===== config.mk =====
export PLATFORM = sky130hd
export DESIGN_NAME = balance_bcd_reader_flat
export DESIGN_NICKNAME = d
export VERILOG_FILES = /design/src/rtl/balance_bcd_reader_pkg.sv /design/src/rtl/balance_bcd_reader_if.sv /design/src/rtl/balance_bcd_reader_bcd_add3.sv /design/src/rtl/balance_bcd_reader.sv /design/src/flat_wrapper.sv
export SDC_FILE = /design/constraint.sdc
export NUM_CORES = 1
export LEC_CHECK = 0
export ABC_CLOCK_PERIOD_IN_PS = 1800
export BUFFER_PORTS_ARGS = -buffer_cell sky130_fd_sc_hd__buf_2
export CORE_MARGIN = 4
export CORE_UTILIZATION = 53
export CTS_CLUSTER_DIAMETER = 30
export CTS_CLUSTER_SIZE = 20
export DETAILED_ROUTE_END_ITERATION = 12
export GPL_TIMING_DRIVEN = 0
export PLACE_DENSITY_LB_ADDON = 0.08
export SLEW_MARGIN = 20
export SYNTH_ARGS = -nofsm -noshare
export SYNTH_HDL_FRONTEND = slang
export SYNTH_HIERARCHICAL = 1
export SYNTH_SLANG_ARGS = --single-unit
export TNS_END_PERCENT = 30

===== constraint.sdc =====
create_clock -name clk -period 1.8 [get_ports clk]
set_input_delay 0.36 -clock clk [delete_from_list [all_inputs] [get_ports clk]]
set_output_delay 0.36 -clock clk [all_outputs]
set_load 0.1 [all_outputs]

===== src/rtl/balance_bcd_reader_pkg.sv =====
// balance_bcd_reader_pkg: shared widths, saturation limit and FSM encoding for the balance reader
package balance_bcd_reader_pkg;
    localparam int BAL_W = 27;
    localparam int NDIG  = 8;
    localparam int DIG_W = 4 * NDIG;
    localparam int CNT_W = $clog2(BAL_W + 1);
    localparam logic [BAL_W-1:0] MAX_BAL = BAL_W'(10 ** NDIG - 1);
    typedef logic [3:0] bcd_digit_t;
    typedef enum logic [1:0] {IDLE, LOAD, SHIFT, COMMIT} state_e;
endpackage


===== src/rtl/balance_bcd_reader_if.sv =====
// balance_bcd_reader_if: balance/request inputs and committed BCD display outputs
interface balance_bcd_reader_if;
    import balance_bcd_reader_pkg::*;
    logic [BAL_W-1:0] balance;
    logic             req;
    logic [DIG_W-1:0] digits;
    logic             ovf;
    logic             busy;
    logic             done;
    modport master (output balance, req, input digits, ovf, busy, done);
    modport slave  (input balance, req, output digits, ovf, busy, done);
endinterface


===== src/rtl/balance_bcd_reader_bcd_add3.sv =====
// bcd_add3: double-dabble digit correction, adds 3 to any digit of 5 or more
module bcd_add3
    import balance_bcd_reader_pkg::*;
(
    input  bcd_digit_t d_i,
    output bcd_digit_t d_o
);
    assign d_o = (d_i >= 4'd5) ? d_i + 4'd3 : d_i;
endmodule


===== src/rtl/balance_bcd_reader.sv =====
// balance_bcd_reader: samples the binary balance and converts it to committed packed BCD digits
module balance_bcd_reader
    import balance_bcd_reader_pkg::*;
#(
    parameter int REFRESH_CYCLES = 100000
)
(
    input  logic                 clk,
    input  logic                 rst_n,
    balance_bcd_reader_if.slave  bus
);
    localparam int RW = (REFRESH_CYCLES > 1) ? $clog2(REFRESH_CYCLES) : 1;
    localparam logic [RW-1:0] REF_LAST = (REFRESH_CYCLES > 0) ? RW'(REFRESH_CYCLES - 1) : '0;

    state_e           state_q, state_d;
    logic [CNT_W-1:0] cnt_q, cnt_d;
    logic [BAL_W-1:0] sat_q, sat_d;
    logic [DIG_W-1:0] bcd_q, bcd_d, bcd_adj;
    logic [DIG_W-1:0] digits_q, digits_d;
    logic [RW-1:0]    ref_q, ref_d;
    logic             ovf_q, ovf_d, ovf_nx_q, ovf_nx_d;
    logic             done_q, done_d, pend_q, pend_d;
    logic             tick, over;

    genvar g;
    generate
        for (g = 0; g < NDIG; g++) begin : g_add3
            bcd_add3 u_add3 (.d_i(bcd_q[4*g +: 4]), .d_o(bcd_adj[4*g +: 4]));
        end
    endgenerate

    // Next-state logic: FSM, shift-add-3 datapath, pending merge and free-running refresh timer
    always_comb begin
        tick     = (REFRESH_CYCLES > 0) && (ref_q == REF_LAST);
        ref_d    = (tick || REFRESH_CYCLES == 0) ? '0 : ref_q + 1'b1;
        over     = bus.balance > MAX_BAL;
        pend_d   = (state_q == IDLE) ? 1'b0 : (pend_q | bus.req | tick);
        state_d  = state_q;
        cnt_d    = cnt_q;
        sat_d    = sat_q;
        bcd_d    = bcd_q;
        digits_d = digits_q;
        ovf_d    = ovf_q;
        ovf_nx_d = ovf_nx_q;
        done_d   = 1'b0;
        case (state_q)
            IDLE:    state_d = (bus.req | pend_q | tick) ? LOAD : IDLE;
            LOAD: begin
                sat_d    = over ? MAX_BAL : bus.balance;
                ovf_nx_d = over;
                bcd_d    = '0;
                cnt_d    = CNT_W'(BAL_W);
                state_d  = SHIFT;
            end
            SHIFT: begin
                bcd_d   = {bcd_adj[DIG_W-2:0], sat_q[BAL_W-1]};
                sat_d   = {sat_q[BAL_W-2:0], 1'b0};
                cnt_d   = cnt_q - 1'b1;
                state_d = (cnt_q == CNT_W'(1)) ? COMMIT : SHIFT;
            end
            COMMIT: begin
                digits_d = bcd_q;
                ovf_d    = ovf_nx_q;
                done_d   = 1'b1;
                state_d  = IDLE;
            end
            default: state_d = IDLE;
        endcase
    end

    // State and output registers; reset aborts any conversion and clears the display
    always_ff @(posedge clk or negedge rst_n) begin
        if (!rst_n) begin
            state_q  <= IDLE;
            cnt_q    <= '0;
            sat_q    <= '0;
            bcd_q    <= '0;
            digits_q <= '0;
            ref_q    <= '0;
            ovf_q    <= 1'b0;
            ovf_nx_q <= 1'b0;
            done_q   <= 1'b0;
            pend_q   <= 1'b0;
        end else begin
            state_q  <= state_d;
            cnt_q    <= cnt_d;
            sat_q    <= sat_d;
            bcd_q    <= bcd_d;
            digits_q <= digits_d;
            ref_q    <= ref_d;
            ovf_q    <= ovf_d;
            ovf_nx_q <= ovf_nx_d;
            done_q   <= done_d;
            pend_q   <= pend_d;
        end
    end

    assign bus.digits = digits_q;
    assign bus.ovf    = ovf_q;
    assign bus.busy   = (state_q != IDLE);
    assign bus.done   = done_q;
endmodule

===== src/flat_wrapper.sv =====
// flat-port wrapper written by rule: the top's interface ports become plain ports
module balance_bcd_reader_flat import balance_bcd_reader_pkg::*;
#(
    parameter int REFRESH_CYCLES = 100000
)
  (clk, rst_n, bus_balance, bus_req, bus_digits, bus_ovf, bus_busy, bus_done);
  balance_bcd_reader_if bus_i ();
  input  logic clk;
  input  logic rst_n;
  input wire logic [$bits(bus_i.balance)-1:0] bus_balance;
  input wire logic [$bits(bus_i.req)-1:0] bus_req;
  output wire logic [$bits(bus_i.digits)-1:0] bus_digits;
  output wire logic [$bits(bus_i.ovf)-1:0] bus_ovf;
  output wire logic [$bits(bus_i.busy)-1:0] bus_busy;
  output wire logic [$bits(bus_i.done)-1:0] bus_done;
  assign bus_i.balance = bus_balance;
  assign bus_i.req = bus_req;
  assign bus_digits = bus_i.digits;
  assign bus_ovf = bus_i.ovf;
  assign bus_busy = bus_i.busy;
  assign bus_done = bus_i.done;
  balance_bcd_reader #(.REFRESH_CYCLES(REFRESH_CYCLES)) u_core (.clk(clk), .rst_n(rst_n), .bus(bus_i));
endmodule

Word level (Yosys, flattened, before mapping)
Index checks and enable logic that the tools add are counted.
- flip-flop bits (word level): 119
- input port bits: 30
- output and inout bits: 35
- logic and storage cells: 57
- $add $sub $neg: 10
- magnitude comparators: 9
- eq/ne operators: 5
- muxes and demuxes: 18
- bitwise logic cells: 2
- reductions and logical operators: 3
- operator list (cell ; count):
    case mux 32 bit (2 select lines) ; 1
    case mux 27 bit (2 select lines) ; 1
    >= comparator 4 x 3 -> 1 bit, second input constant ; 8
    adder 4 x 2 -> 4 bit, second input constant ; 7
    two-way mux 4 bit ; 7
    > comparator 27 bit, second input constant ; 1
    two-way mux 27 bit ; 1
    adder 17 x 1 -> 17 bit, second input constant ; 1
    equality test 17 bit, second input constant ; 1
    two-way mux 17 bit ; 1
    case mux 5 bit (2 select lines) ; 1
    case mux 2 bit (4 select lines) ; 1
    equality test 5 x 1 -> 1 bit, second input constant ; 1
    subtractor 5 x 1 -> 5 bit, second input constant ; 1
    equality test 2 bit, second input constant ; 2
    two-way mux 1 bit ; 4
    nonzero test 2 bit ; 2
    adder 3 x 2 -> 3 bit, second input constant ; 1
    two-way mux 3 bit ; 1
    equality test 2 x 1 -> 1 bit, second input constant ; 1
    logical NOT 2 bit ; 1
    bitwise OR 1 bit ; 2

Logic depth before layout (Yosys ltp)
Gate-level depths: netlist of the first run.
- depth after elaboration: 4
- gate-level depth with buffers: 8
- gate-level depth less buffers: 7

Modules after synthesis
Netlist of the first run, hierarchy kept.
- modules (own cells, without submodules) (module ; times used ; cells an instance ; area an instance (µm²)):
    balance_bcd_reader ; 1 ; 467 ; 5116.2
    bcd_add3 ; 8 ; 16 ; 101.3

Worst setup path before layout of the first run
No wires, ideal clock.
- path kind: register to register
- from: register u_core.state_q[0]
- to: register u_core.sat_q[10]
- library setup time: 139 ps
- arrival: 1602 ps
- required time: 1661 ps
- setup slack: 60 ps
- stages on the path, launching flop included: 7
- buffers on the path: 3
- period minus slack after synthesis: 1740 ps
- cells stage by stage: dfrtp_1 > inv_1 > ha_1 > clkbuf_1 > clkbuf_1 > buf_1 > o221ai_1
- word-level cells in the longest chain between the ends: 2
- RTL lines (element ; line ; text):
    from (decl) ; balance_bcd_reader.sv:15 ; state_e state_q, state_d;
    from (signal assigned) ; balance_bcd_reader.sv:85 ; state_q <= state_d;
    equality test 2 bit / equality test 2 x 1 -> 1 bit (equally long branches) ; balance_bcd_reader.sv:46 ; case (state_q)
    case mux 27 bit (2 select lines) / nonzero test 2 bit (equally long branches) ; - ;
    to (signal assigned) ; balance_bcd_reader.sv:87 ; sat_q <= sat_d;
    to (decl) ; balance_bcd_reader.sv:17 ; logic [BAL_W-1:0] sat_q, sat_d;
Parallel ways exist; a longest one is shown, timed or not.
A chain may end at the register's enable or synchronous reset.

Worst setup path after layout of the first run
- from: register u_core.state_q[0]
- to: output bus_busy
- word-level cells in the longest chain between the ends: 1
- RTL lines (element ; line ; text):
    nonzero test 2 bit ; balance_bcd_reader.sv:100 ; assign bus.busy = (state_q != IDLE);
    to (decl) ; flat_wrapper.sv:14 ; output wire logic [$bits(bus_i.busy)-1:0] bus_busy;
No other way between the ends.

==> flow_summary.yaml, run 1 <==
run_status:
  run_status: "finished, final reports clean"
placed_design:
  post-place-ws_ns: -0.5317
  place_hpwl_microns: 8546
  placed_cells_incl_taps: 796
  io_buffer_count: 64
  place_congestion: 0.8329
floorplanning:
  std_cell_rows: 38
  floorplan.initialDensity: 0.5425
  design.core.area_sq_um: 10890
  dieHeight_microns: 113.6
  die_w_microns: 113.6
  fp.dieArea_sq_um: 12900
  ioPinCount: 65
global_routing:
  globalRouteOverflowTotal: 0
  grt_first_pass_wirelength_microns: 21510
  via_count_of_the_first_global_routing_pass: 4574
  global_route.usage.met2: 0.3333
  antenna_found_initial: 0
  grt_most_used_layer: "met2"
  grt_max_degree: 70
  grtUsageMet1: 0.2748
  grt_usage: 0.2098
  gr-usage-met3: 0.06260
min_path:
  timing.hold.worst_endpoint: "u_core/sat_q[2]"
  hold-path-cell-count: 2
  hold_path_class: "input port to flip-flop"
  hold_path_startpoint: "bus_balance[2]"
cells_and_area:
  num-fill-cells: 865
  diodes: 0
  area_used_by_multi_input_combinational_logic_sq_um: 2618
  register_area_sq_um: 2978
  flow.area_growth_from_synthesis_pct: 20.61
  design.final.nets: 728
  final_cells: 827
  drive_gt1_frac: 0.2445
detailed_routing:
  wl_per_cell_microns: 15.38
  drt_wl_total_microns: 12720
  count_of_routing_violations_after_the_opening_detailed_route_iteration: 311
  vias_per_cell: 5.426
  via_count: 4487
  drc_errors: 0
  final_antenna_net_count: 0
  drt-pass1-iter-count: 4
timing:
  maximum_frequency_from_static_timing_analysis_mhz: 573.8
  max_slew.worst_pin.slew_ns: 0.4958
  final_min_period_over_clock_period: 0.9681
  setup_repair_after_global_routing_missed_its_margin: "yes"
  final_count_of_hold_timing_violations: 0
  timing.clock.skew_ns: 0.005340
  slew_viol_final: 0
  relSlewSlack: 0.6695
  setup_slack_ns: 0.05735
  final_worst_hold_slack_ns: 0.1105
  setup_violations: 0
  time_the_final_worst_path_needs_with_i_o_delays_and_setup_ns: 1.743
yosys:
  synthesis.nets: 645
  ys.warnings.count: 6
  avgSynthCellArea_sq_um: 9.995
  post_synth_inst_count: 591
  synth_area_sq_um: 5907
worst_setup_path:
  worst-r2r-setup-slack_ns: 0.07
  critPathKind: "flip-flop to output port"
  worst-path-max-fanout: 3
  worstSetupStartpointType: "flip-flop"
  end_kind: "output port"
  critPathArrivalTime_ns: 1.38
  cp_data_required_time_ns: 1.44
  rr_endpoint: "u_core/bcd_q[29]"
  r2r_cells: 6
  r2r_start: "u_core/state_q[0]"
power_and_ir_drop:
  pwrdens_nw_per_um2: 1623
  vdd_ir_drop_max_mv: 1.248
  power.static_leakage_nw: 3.419
clock_tree:
  cts_htree_levels: 4
  cts-buffers-inserted: 17
  worst_setup_hold_path_clk_slew_ns: 0.05
  clk-insertion-delay-late_ns: 0.52
  cts_buffer_depth: 2
  cts.root.buffer_cell: "sky130_fd_sc_hd__clkbuf_8"
  tritoncts_clock_tree: "done"
  cts_setup_buffers: 0
  cts.sinks: 119
flow_run:
  max_cap_violations: 0
==> how the worst max path moves through the flow <==
stage	end	slack [ns]	start
after global placement	u_core/sat_q[16]	-1.12	rst_n
after floorplan	u_core/sat_q[10]	0.06	u_core/state_q[0]
after CTS	bus_busy	-0.10	u_core/state_q[0]
after detailed placement	u_core/sat_q[17]	-0.53	u_core/state_q[0]
final	bus_busy	0.06	u_core/state_q[0]
after global routing	u_core/bcd_q[29]	-0.02	u_core/state_q[0]
==> per-stage QoR <==
step	util	area [sq um]	setup TNS [ns]	power, W
after floorplan	-	5907	0	0.007370
after global placement	0.5880	6402	-158.09	0.008030
after detailed placement	0.5911	6436	-30.42	0.008181
after CTS	0.6507	7084	-0.1011	0.01166
after global routing	0.6543	7124	-0.1242	0.01219
final	0.6543	7124	0	0.01156
==> placed cells by master (no fill, tap or decap), types with 3 or more instances in the layout <==
master and count:
sky130_fd_sc_hd__xnor2_1 17, sky130_fd_sc_hd__nand4_1 7, sky130_fd_sc_hd__o221ai_1 3, sky130_fd_sc_hd__nand2b_1 16, sky130_fd_sc_hd__clkinv_2 6, sky130_fd_sc_hd__buf_2 69, sky130_fd_sc_hd__inv_2 4, sky130_fd_sc_hd__a31oi_1 6
sky130_fd_sc_hd__mux2_2 34, sky130_fd_sc_hd__xor2_1 5, sky130_fd_sc_hd__o2bb2ai_1 9, sky130_fd_sc_hd__inv_1 58, sky130_fd_sc_hd__clkbuf_4 4, sky130_fd_sc_hd__nor3_1 14, sky130_fd_sc_hd__nand3_1 46, sky130_fd_sc_hd__ha_1 23
sky130_fd_sc_hd__clkbuf_2 5, sky130_fd_sc_hd__dfrtp_1 119, sky130_fd_sc_hd__mux2i_1 12, sky130_fd_sc_hd__clkbuf_8 6, sky130_fd_sc_hd__or3_1 7, sky130_fd_sc_hd__nand2_1 46, sky130_fd_sc_hd__a21oi_2 8, sky130_fd_sc_hd__o221a_1 7
sky130_fd_sc_hd__bufinv_16 3, sky130_fd_sc_hd__o21ai_0 50, sky130_fd_sc_hd__o21ai_1 8, sky130_fd_sc_hd__clkbuf_1 9, sky130_fd_sc_hd__nor2_1 37, sky130_fd_sc_hd__a21oi_1 4, sky130_fd_sc_hd__clkbuf_16 16
==> power breakdown <==
part           switching (W)  total, W  internal (W)
Sequential          0.000475   0.00370       0.00323
Clock                0.00116   0.00343       0.00228
Combinational        0.00329   0.00442       0.00113
Total                0.00492    0.0116       0.00664
==> cell type report <==
| type | instances | share of cell area |
|---|---|---|
| flip-flops and latches | 119 | 0.4180 |
| inverters | 62 | 0.03267 |
| clock inverters | 9 | 0.01686 |
| repair buffers | 66 | 0.05321 |
| multi-input cells | 382 | 0.3674 |
| clock buffers | 23 | 0.06832 |
| well taps | 140 | 0.02459 |
| plain buffers | 26 | 0.01897 |
==> metal layers <==
metal  vias to the layer above  share of wire  wire (microns)
li1                       2181              -               -
met1                      2200           0.46            5879
met2                        92           0.48            6153
met3                        14          0.042             535
met4                         0          0.012             149
met5                         -              0               0
==> registers in the layout (all words and copies together) (netlist names) <==
register	count
u_core/sat_q	27
u_core/bus.ovf	1
u_core/bcd_q	32
u_core/bus.done	1
u_core/ref_q	17
u_core/state_q	2
u_core/cnt_q	5
u_core/ovf_nx_q	1
u_core/bus.digits	32
u_core/pend_q	1
==> critical path, cell delays in order, from the launching register on <==
cell and delay (ns):
sky130_fd_sc_hd__dfrtp_1 0.39, sky130_fd_sc_hd__inv_2 0.08, sky130_fd_sc_hd__ha_4 0.16, sky130_fd_sc_hd__inv_2 0.07
sky130_fd_sc_hd__buf_12 0.17
==> repair_timing <==
action                                 4_1_cts  5_1_grt
setup endpoints to repair                   95       57
endpoints found under the hold margin       50        0
resized for setup                           23       18
hold buffers                                 1        0
cloned                                       0        0
(Power assumes the default switching activity.)
==> run 2: changes to the inputs <==
--- a/config.mk
+++ b/config.mk
@@ -17,6 +17,5 @@
 export SLEW_MARGIN = 20
 export SYNTH_ARGS = -nofsm -noshare
 export SYNTH_HDL_FRONTEND = slang
-export SYNTH_HIERARCHICAL = 1
 export SYNTH_SLANG_ARGS = --single-unit
 export TNS_END_PERCENT = 30
==> run 2 against run 1 <==
Final area down 2.7%. Combinational power down 31%. Die area down 2.4%. Sequential power down 9.7%. Critical path depth unchanged. Clock skew up 0.0016 ns. Flip-flop and latch count unchanged. First-iteration DRC count down 33%. Core utilization up 0.80 points. Non-clock buffer count up 3. Register-to-register slack worse by 0.04 ns. Largest cell class unchanged. Highest routed layer unchanged.
==> flow_summary.yaml, run 2 <==
run_status:
  run_status: "finished, final reports clean"
floorplanning:
  design.core.area_sq_um: 10460
  die_w_microns: 112.2
  std_cell_rows: 37
  fp.dieArea_sq_um: 12590
  dieHeight_microns: 112.2
  floorplan.initialDensity: 0.5501
  ioPinCount: 65
placed_design:
  place_hpwl_microns: 8761
  io_buffer_count: 64
  place_congestion: 0.8260
  placed_area_sq_um: 6280
  post-place-ws_ns: -0.3948
cells_and_area:
  mostFrequentLayoutCell: "sky130_fd_sc_hd__dfrtp_1"
  final_design_area_no_fill_sq_um: 6929
  mostFrequentLayoutCells: "119 x sky130_fd_sc_hd__dfrtp_1, 64 x sky130_fd_sc_hd__buf_2, 56 x sky130_fd_sc_hd__inv_1"
  drive_gt1_frac: 0.2704
  diodes: 0
  design.final.nets: 678
  area_used_by_multi_input_combinational_logic_sq_um: 2499
  flow.area_growth_from_synthesis_pct: 20.39
  num-fill-cells: 860
  register_area_sq_um: 2978
yosys:
  main_synth_ff_type: "sky130_fd_sc_hd__dfrtp_1"
  synth_top_cell_area_share: 0.5174
  synth_area_sq_um: 5756
  synth_top_cells_by_area: "sky130_fd_sc_hd__dfrtp_1 52%, sky130_fd_sc_hd__mux2_2 8.2%, sky130_fd_sc_hd__ha_1 5.2%"
  number_of_enable_type_register_cells_in_the_synthesized_netlist: 0
  synth_async_sr_flop_share: 1.000
  avgSynthCellArea_sq_um: 10.74
  ys_seq_elements: 119
  post_synth_top_cells: "119 x sky130_fd_sc_hd__dfrtp_1, 59 x sky130_fd_sc_hd__inv_1, 42 x sky130_fd_sc_hd__mux2_2, 30 x sky130_fd_sc_hd__o22ai_1"
  post_synth_inst_count: 536
  synthesis.nets: 590
  fraction_of_the_yosys_area_taken_by_sequential_cells: 0.5174
  synth_cell_type_count: 43
  yosysMostFrequentCell: "sky130_fd_sc_hd__dfrtp_1"
  ys.warnings.count: 0
  netlist.top_cell.by_area: "sky130_fd_sc_hd__dfrtp_1"
worst_setup_path:
  worst-path-max-fanout: 10
  cp_data_required_time_ns: 2.20
  crit_path_max_incr_delay_ns: 0.40
  crit_path_start: "u_core.state_q[1]"
  critPathKind: "flip-flop to flip-flop"
  worstPathCellList: "ha_1, clkbuf_1, clkbuf_2, mux2_2"
  end_kind: "flip-flop"
  r2r_start: "u_core.state_q[1]"
  worstSetupStartpointType: "flip-flop"
  critPathArrivalTime_ns: 2.16
  worst_path_max_delay_cell: "sky130_fd_sc_hd__dfrtp_1"
global_routing:
  globalRouteOverflowTotal: 0
  grt_first_pass_wirelength_microns: 21100
  antenna_found_initial: 0
  grt_usage: 0.2088
  grt_max_degree: 69
  via_count_of_the_first_global_routing_pass: 4383
power_and_ir_drop:
  power_frac_seq: 0.357
  power_switching_w: 0.003661
  pwrdens_nw_per_um2: 1351
  power.share.clock: 0.315
  swShare: 0.3911
  vdd_ir_drop_max_mv: 1.332
  comb_power_share: 0.328
  power.static_leakage_nw: 3.325
  internal_power_w: 0.005699
timing:
  relSlewSlack: 0.5693
  final_min_period_over_clock_period: 0.9821
  setup_violations: 0
  timing.clock.skew_ns: 0.006970
  time_the_final_worst_path_needs_with_i_o_delays_and_setup_ns: 1.768
  setup_repair_after_global_routing_missed_its_margin: "yes"
  maximum_frequency_from_static_timing_analysis_mhz: 565.7
  final_count_of_hold_timing_violations: 0
  slew_viol_final: 0
  max_slew.worst_pin.slew_ns: 0.6461
  final.setup.tns_ns: 0
  setup_slack_ns: 0.03227
detailed_routing:
  drt_wl_total_microns: 12670
  drc_errors: 0
  final_antenna_net_count: 0
  via_count: 4303
  count_of_routing_violations_after_the_opening_detailed_route_iteration: 208
  drt-pass1-iter-count: 4
  wl_per_cell_microns: 16.41
  vias_per_cell: 5.574
clock_tree:
  cts-buffers-inserted: 17
  cts.sinks: 119
  clk-insertion-delay-late_ns: 0.52
  cts_buffer_depth: 2
  cts_htree_levels: 4
  tritoncts_clock_tree: "done"
  worst_setup_hold_path_clk_slew_ns: 0.05
  cts.root.buffer_cell: "sky130_fd_sc_hd__clkbuf_8"
min_path:
  hold_path_class: "input port to flip-flop"
  hold_path_startpoint: "bus_balance[8]"
flow_run:
  max_cap_violations: 0
## run 2: kinds of logic after synthesis
logic type,count (synthesis),synth area share
xor gates and xnor gates,29,0.04413
DFF,119,0.5174
buffers and inverters,85,0.05565
muxes,45,0.08739
adders and majority gates,24,0.05217
AOI/OAI and AO/OA,124,0.1387
and+or+nand+nor,110,0.1046
## run 2: layer usage
| layer | vias to the layer above | GRT usage | part of all wire |
|---|---|---|---|
| met1 | 2119 | 0.2764 | 0.46 |
| met2 | 97 | 0.3361 | 0.48 |
| li1 | 2067 | - | - |
| met5 | - | 0 | 0 |
| met3 | 20 | 0.05660 | 0.041 |
| met4 | 0 | 0.06811 | 0.013 |
## run 2: final cells by class
cell class	instances	area share
flip-flops and latches	119	0.4298
repair buffers	70	0.05959
inverters	59	0.03232
multi-input cells	332	0.3606
clock buffers	28	0.07295
clock inverters	3	0.002167
plain buffers	25	0.01806
well taps	136	0.02456
## run 2: critical path: cells and delay by family (launching register included)
kind | cells | cell delay (ns)
multiplexers | 1 | 0.37
buffers and inverters | 2 | 0.65
flip-flops | 1 | 0.40
adder cells (fa/ha/maj) | 1 | 0.23
## run 2: path summary, 6_finish.rpt
check                                        end  slack [ns]  cells after the start
min in group asynchronous  u_core.bus.digits[11]        0.41                      2
max in group asynchronous       u_core.bcd_q[31]        0.72                      3
setup / recovery            u_core.bus.digits[9]        0.03                      4
hold reg to reg                 u_core.ref_q[15]        0.49                      1
setup reg to reg            u_core.bus.digits[9]        0.03                      4
hold / removal                   u_core.sat_q[8]        0.07                      2
## run 2: what timing repair did
item                                    CTS  global route
endpoints found under the setup margin   95            77
endpoints found under the hold margin    67             0
resized for setup                        28            15
gates cloned                              0             0
hold buffers                              1             0
buffers inserted                          1             3
pin swaps                                 1             1
## run 2: power by group through the flow
stage / clock, W / combinational [W] / sequential (W)
2_1_floorplan: 0 / 0.000949 / 0.00492
3_3_place_gp: 0 / 0.00300 / 0.00336
3_5_place_dp: 0 / 0.00307 / 0.00339
4_1_cts: 0.00301 / 0.00309 / 0.00334
5_1_grt: 0.00314 / 0.00325 / 0.00340
6_report: 0.00295 / 0.00307 / 0.00334
## run 2: stage by stage
| step | std cells | hold WS (ns) | power [W] | utilization |
|---|---|---|---|---|
| floorplan | 536 | 0.06441 | 0.005871 | - |
| detailed placement | 737 | 0.4099 | 0.006455 | 0.6002 |
| CTS | 769 | 0.03919 | 0.009436 | 0.6558 |
| global route | 772 | 0.05304 | 0.009779 | 0.6623 |
| global placement | 736 | 0.4709 | 0.006359 | 0.5970 |
| finish | 772 | 0.06853 | 0.009360 | 0.6623 |
==> run 3: changes to the inputs <==
--- a/config.mk
+++ b/config.mk
@@ -7,7 +7,7 @@
 export LEC_CHECK = 0
 export ABC_CLOCK_PERIOD_IN_PS = 1800
 export BUFFER_PORTS_ARGS = -buffer_cell sky130_fd_sc_hd__buf_2
-export CORE_MARGIN = 4
+export CORE_MARGIN = 8
 export CORE_UTILIZATION = 53
 export CTS_CLUSTER_DIAMETER = 30
 export CTS_CLUSTER_SIZE = 20
==> run 3 against run 2 <==
Critical path depth stayed put. Clock power is 16% higher. Register-to-register slack better by 0.03 ns. Setup slack better by 0.0015 ns. Final cell count is 0.26% higher. Clock skew is 0.0031 ns higher. First-iteration DRC count is 67% higher. Via count is 0.40% lower. Sequential share of layout area is 0.34 points lower. Final area is 0.79% higher. Power is 5.2% higher. Largest power group is now clock. Highest routed layer unchanged.
==> flow_summary.yaml, run 3 (same netlist as run 2, synthesis figures left out) <==
timing:
  slew_viol_final: 0
  setup_repair_after_global_routing_missed_its_margin: "yes"
  final_min_period_over_clock_period: 0.9813
  final.setup.tns_ns: 0
  maximum_frequency_from_static_timing_analysis_mhz: 566.2
  timing.clock.skew_ns: 0.01009
  final_count_of_hold_timing_violations: 0
  final_worst_hold_slack_ns: 0.05677
  setup_violations: 0
  max_slew.worst_pin.slew_ns: 0.6354
  time_the_final_worst_path_needs_with_i_o_delays_and_setup_ns: 1.766
  relSlewSlack: 0.5764
global_routing:
  globalRouteOverflowTotal: 0
  grt_first_pass_wirelength_microns: 21590
  grt_max_degree: 80
  via_count_of_the_first_global_routing_pass: 4338
  grt_usage: 0.1866
  antenna_found_initial: 0
worst_setup_path:
  worst_path_max_delay_cell: "sky130_fd_sc_hd__dfrtp_1"
  worst-path-max-fanout: 3
  worst-path-stages: 4
  r2r_start: "u_core.state_q[0]"
  crit_family: "flip-flops"
  worstPathCellList: "inv_2, ha_4, inv_4, buf_12"
  worst-r2r-setup-slack_ns: 0.06
  crit_path_max_incr_delay_ns: 0.40
  cp_data_required_time_ns: 1.44
  worstSetupStartpointType: "flip-flop"
  critPathBufInv: 3
  rr_endpoint: "u_core.bus.digits[1]"
  end_kind: "output port"
  r2r_cells: 4
  critPathArrivalTime_ns: 1.41
  critPathKind: "flip-flop to output port"
clock_tree:
  clk-insertion-delay-late_ns: 0.52
  cts_buffer_depth: 2
  worst_setup_hold_path_clk_slew_ns: 0.06
  cts_htree_levels: 4
  cts.sinks: 119
  tritoncts_clock_tree: "done"
  cts.root.buffer_cell: "sky130_fd_sc_hd__clkbuf_8"
  cts-buffers-inserted: 17
power_and_ir_drop:
  swShare: 0.3782
  power_frac_seq: 0.339
  total_power_w: 0.009846
  power.static_leakage_nw: 3.349
  internal_power_w: 0.006122
  comb_power_share: 0.313
  power_switching_w: 0.003724
  vdd_ir_drop_max_mv: 1.243
  pwrdens_nw_per_um2: 1410
  power.share.clock: 0.348
detailed_routing:
  drt_wl_total_microns: 12740
  final_antenna_net_count: 0
  drc_errors: 0
  via_count: 4286
  count_of_routing_violations_after_the_opening_detailed_route_iteration: 348
  wl_per_cell_microns: 16.46
  vias_per_cell: 5.537
  drt-pass1-iter-count: 5
cells_and_area:
  drive_gt1_frac: 0.2697
  final_design_area_no_fill_sq_um: 6984
  mostFrequentLayoutCell: "sky130_fd_sc_hd__dfrtp_1"
  mostFrequentLayoutCells: "119 x sky130_fd_sc_hd__dfrtp_1, 67 x sky130_fd_sc_hd__buf_2, 56 x sky130_fd_sc_hd__inv_1"
  flow.area_growth_from_synthesis_pct: 21.35
  design.final.nets: 675
  diodes: 0
  post-route-util: 0.6529
min_path:
  hold_path_class: "input port to flip-flop"
  hold_path_startpoint: "bus_balance[8]"
  hold-path-cell-count: 2
  timing.hold.worst_endpoint: "u_core.sat_q[8]"
floorplanning:
  die_w_microns: 120.2
  design.core.area_sq_um: 10700
  std_cell_rows: 38
  floorplan.initialDensity: 0.5380
  fp.dieArea_sq_um: 14450
  dieHeight_microns: 120.2
  ioPinCount: 65
placed_design:
  place_hpwl_microns: 8803
  place_congestion: 0.8035
  placed_area_sq_um: 6285
  io_buffer_count: 64
flow_run:
  max_cap_violations: 0
run_status:
  run_status: "finished, final reports clean"
## run 3: changes by cell type in the layout (fill, tap and decap cells not counted), moves of 2 or more
cell                        change
sky130_fd_sc_hd__bufinv_16      +3
sky130_fd_sc_hd__a21oi_1        +3
sky130_fd_sc_hd__buf_4          -2
sky130_fd_sc_hd__clkbuf_1       -4
sky130_fd_sc_hd__a21oi_2        -3
sky130_fd_sc_hd__buf_2          +3
sky130_fd_sc_hd__clkbuf_4       -2
## run 3: layer usage
metal,wire length [microns],global-route usage,vias to the layer above
li1,-,-,2056
met2,6095,0.2889,83
met4,106,0.06089,0
met3,601,0.06061,9
met5,0,0,-
met1,5935,0.2439,2138
## run 3: area by class of cell
cell class | instances | area [sq um]
fillers | 862 | 3714
clock buffers | 24 | 490.5
well taps | 140 | 175.2
plain buffers | 25 | 120.1
multi-input cells | 332 | 2492
flip-flops and latches | 119 | 2978
repair buffers | 67 | 386.6
clock inverters | 8 | 117.6
inverters | 59 | 224.0
## run 3: power by group through the flow
stage	clock network (W)	registers, W	logic [W]
finish	0.00343	0.00334	0.00308
global route	0.00361	0.00340	0.00325
CTS	0.00350	0.00334	0.00309
detailed placement	0	0.00338	0.00307
global placement	0	0.00336	0.00301
floorplan	0	0.00492	0.000949
## run 3: worst reg2reg max path, stage by stage (launching register included)
cell and delay, ns:
sky130_fd_sc_hd__dfrtp_1 0.40, sky130_fd_sc_hd__ha_1 0.23, sky130_fd_sc_hd__clkbuf_1 0.29, sky130_fd_sc_hd__buf_2 0.33
sky130_fd_sc_hd__mux2_2 0.38
## run 3: worst max-delay path by stage
stage | slack, ns | start | endpoint
5_1_grt | -0.03 | u_core.state_q[0] | u_core.bus.digits[1]
2_1_floorplan | 0.09 | u_core.state_q[0] | u_core.sat_q[17]
3_3_place_gp | -1.12 | rst_n | u_core.sat_q[23]
3_5_place_dp | -0.40 | u_core.state_q[0] | u_core.sat_q[17]
6_report | 0.03 | u_core.state_q[0] | bus_busy
4_1_cts | -0.08 | u_core.state_q[0] | bus_busy
## run 3: per-stage QoR
| stage | setup slack (ns) | instances |
|---|---|---|
| floorplan | 0.08731 | 536 |
| global placement | -1.124 | 740 |
| detailed placement | -0.4030 | 741 |
| CTS | -0.07747 | 774 |
| global route | -0.03493 | 774 |
| finish | 0.03374 | 774 |
## run 3: what timing repair did
item	4_1_cts	5_1_grt
setup buffers	1	0
pin swaps	1	1
hold buffers	1	0
resized for setup	25	15
endpoints found under the hold margin	40	0
endpoints found under the setup margin	95	79
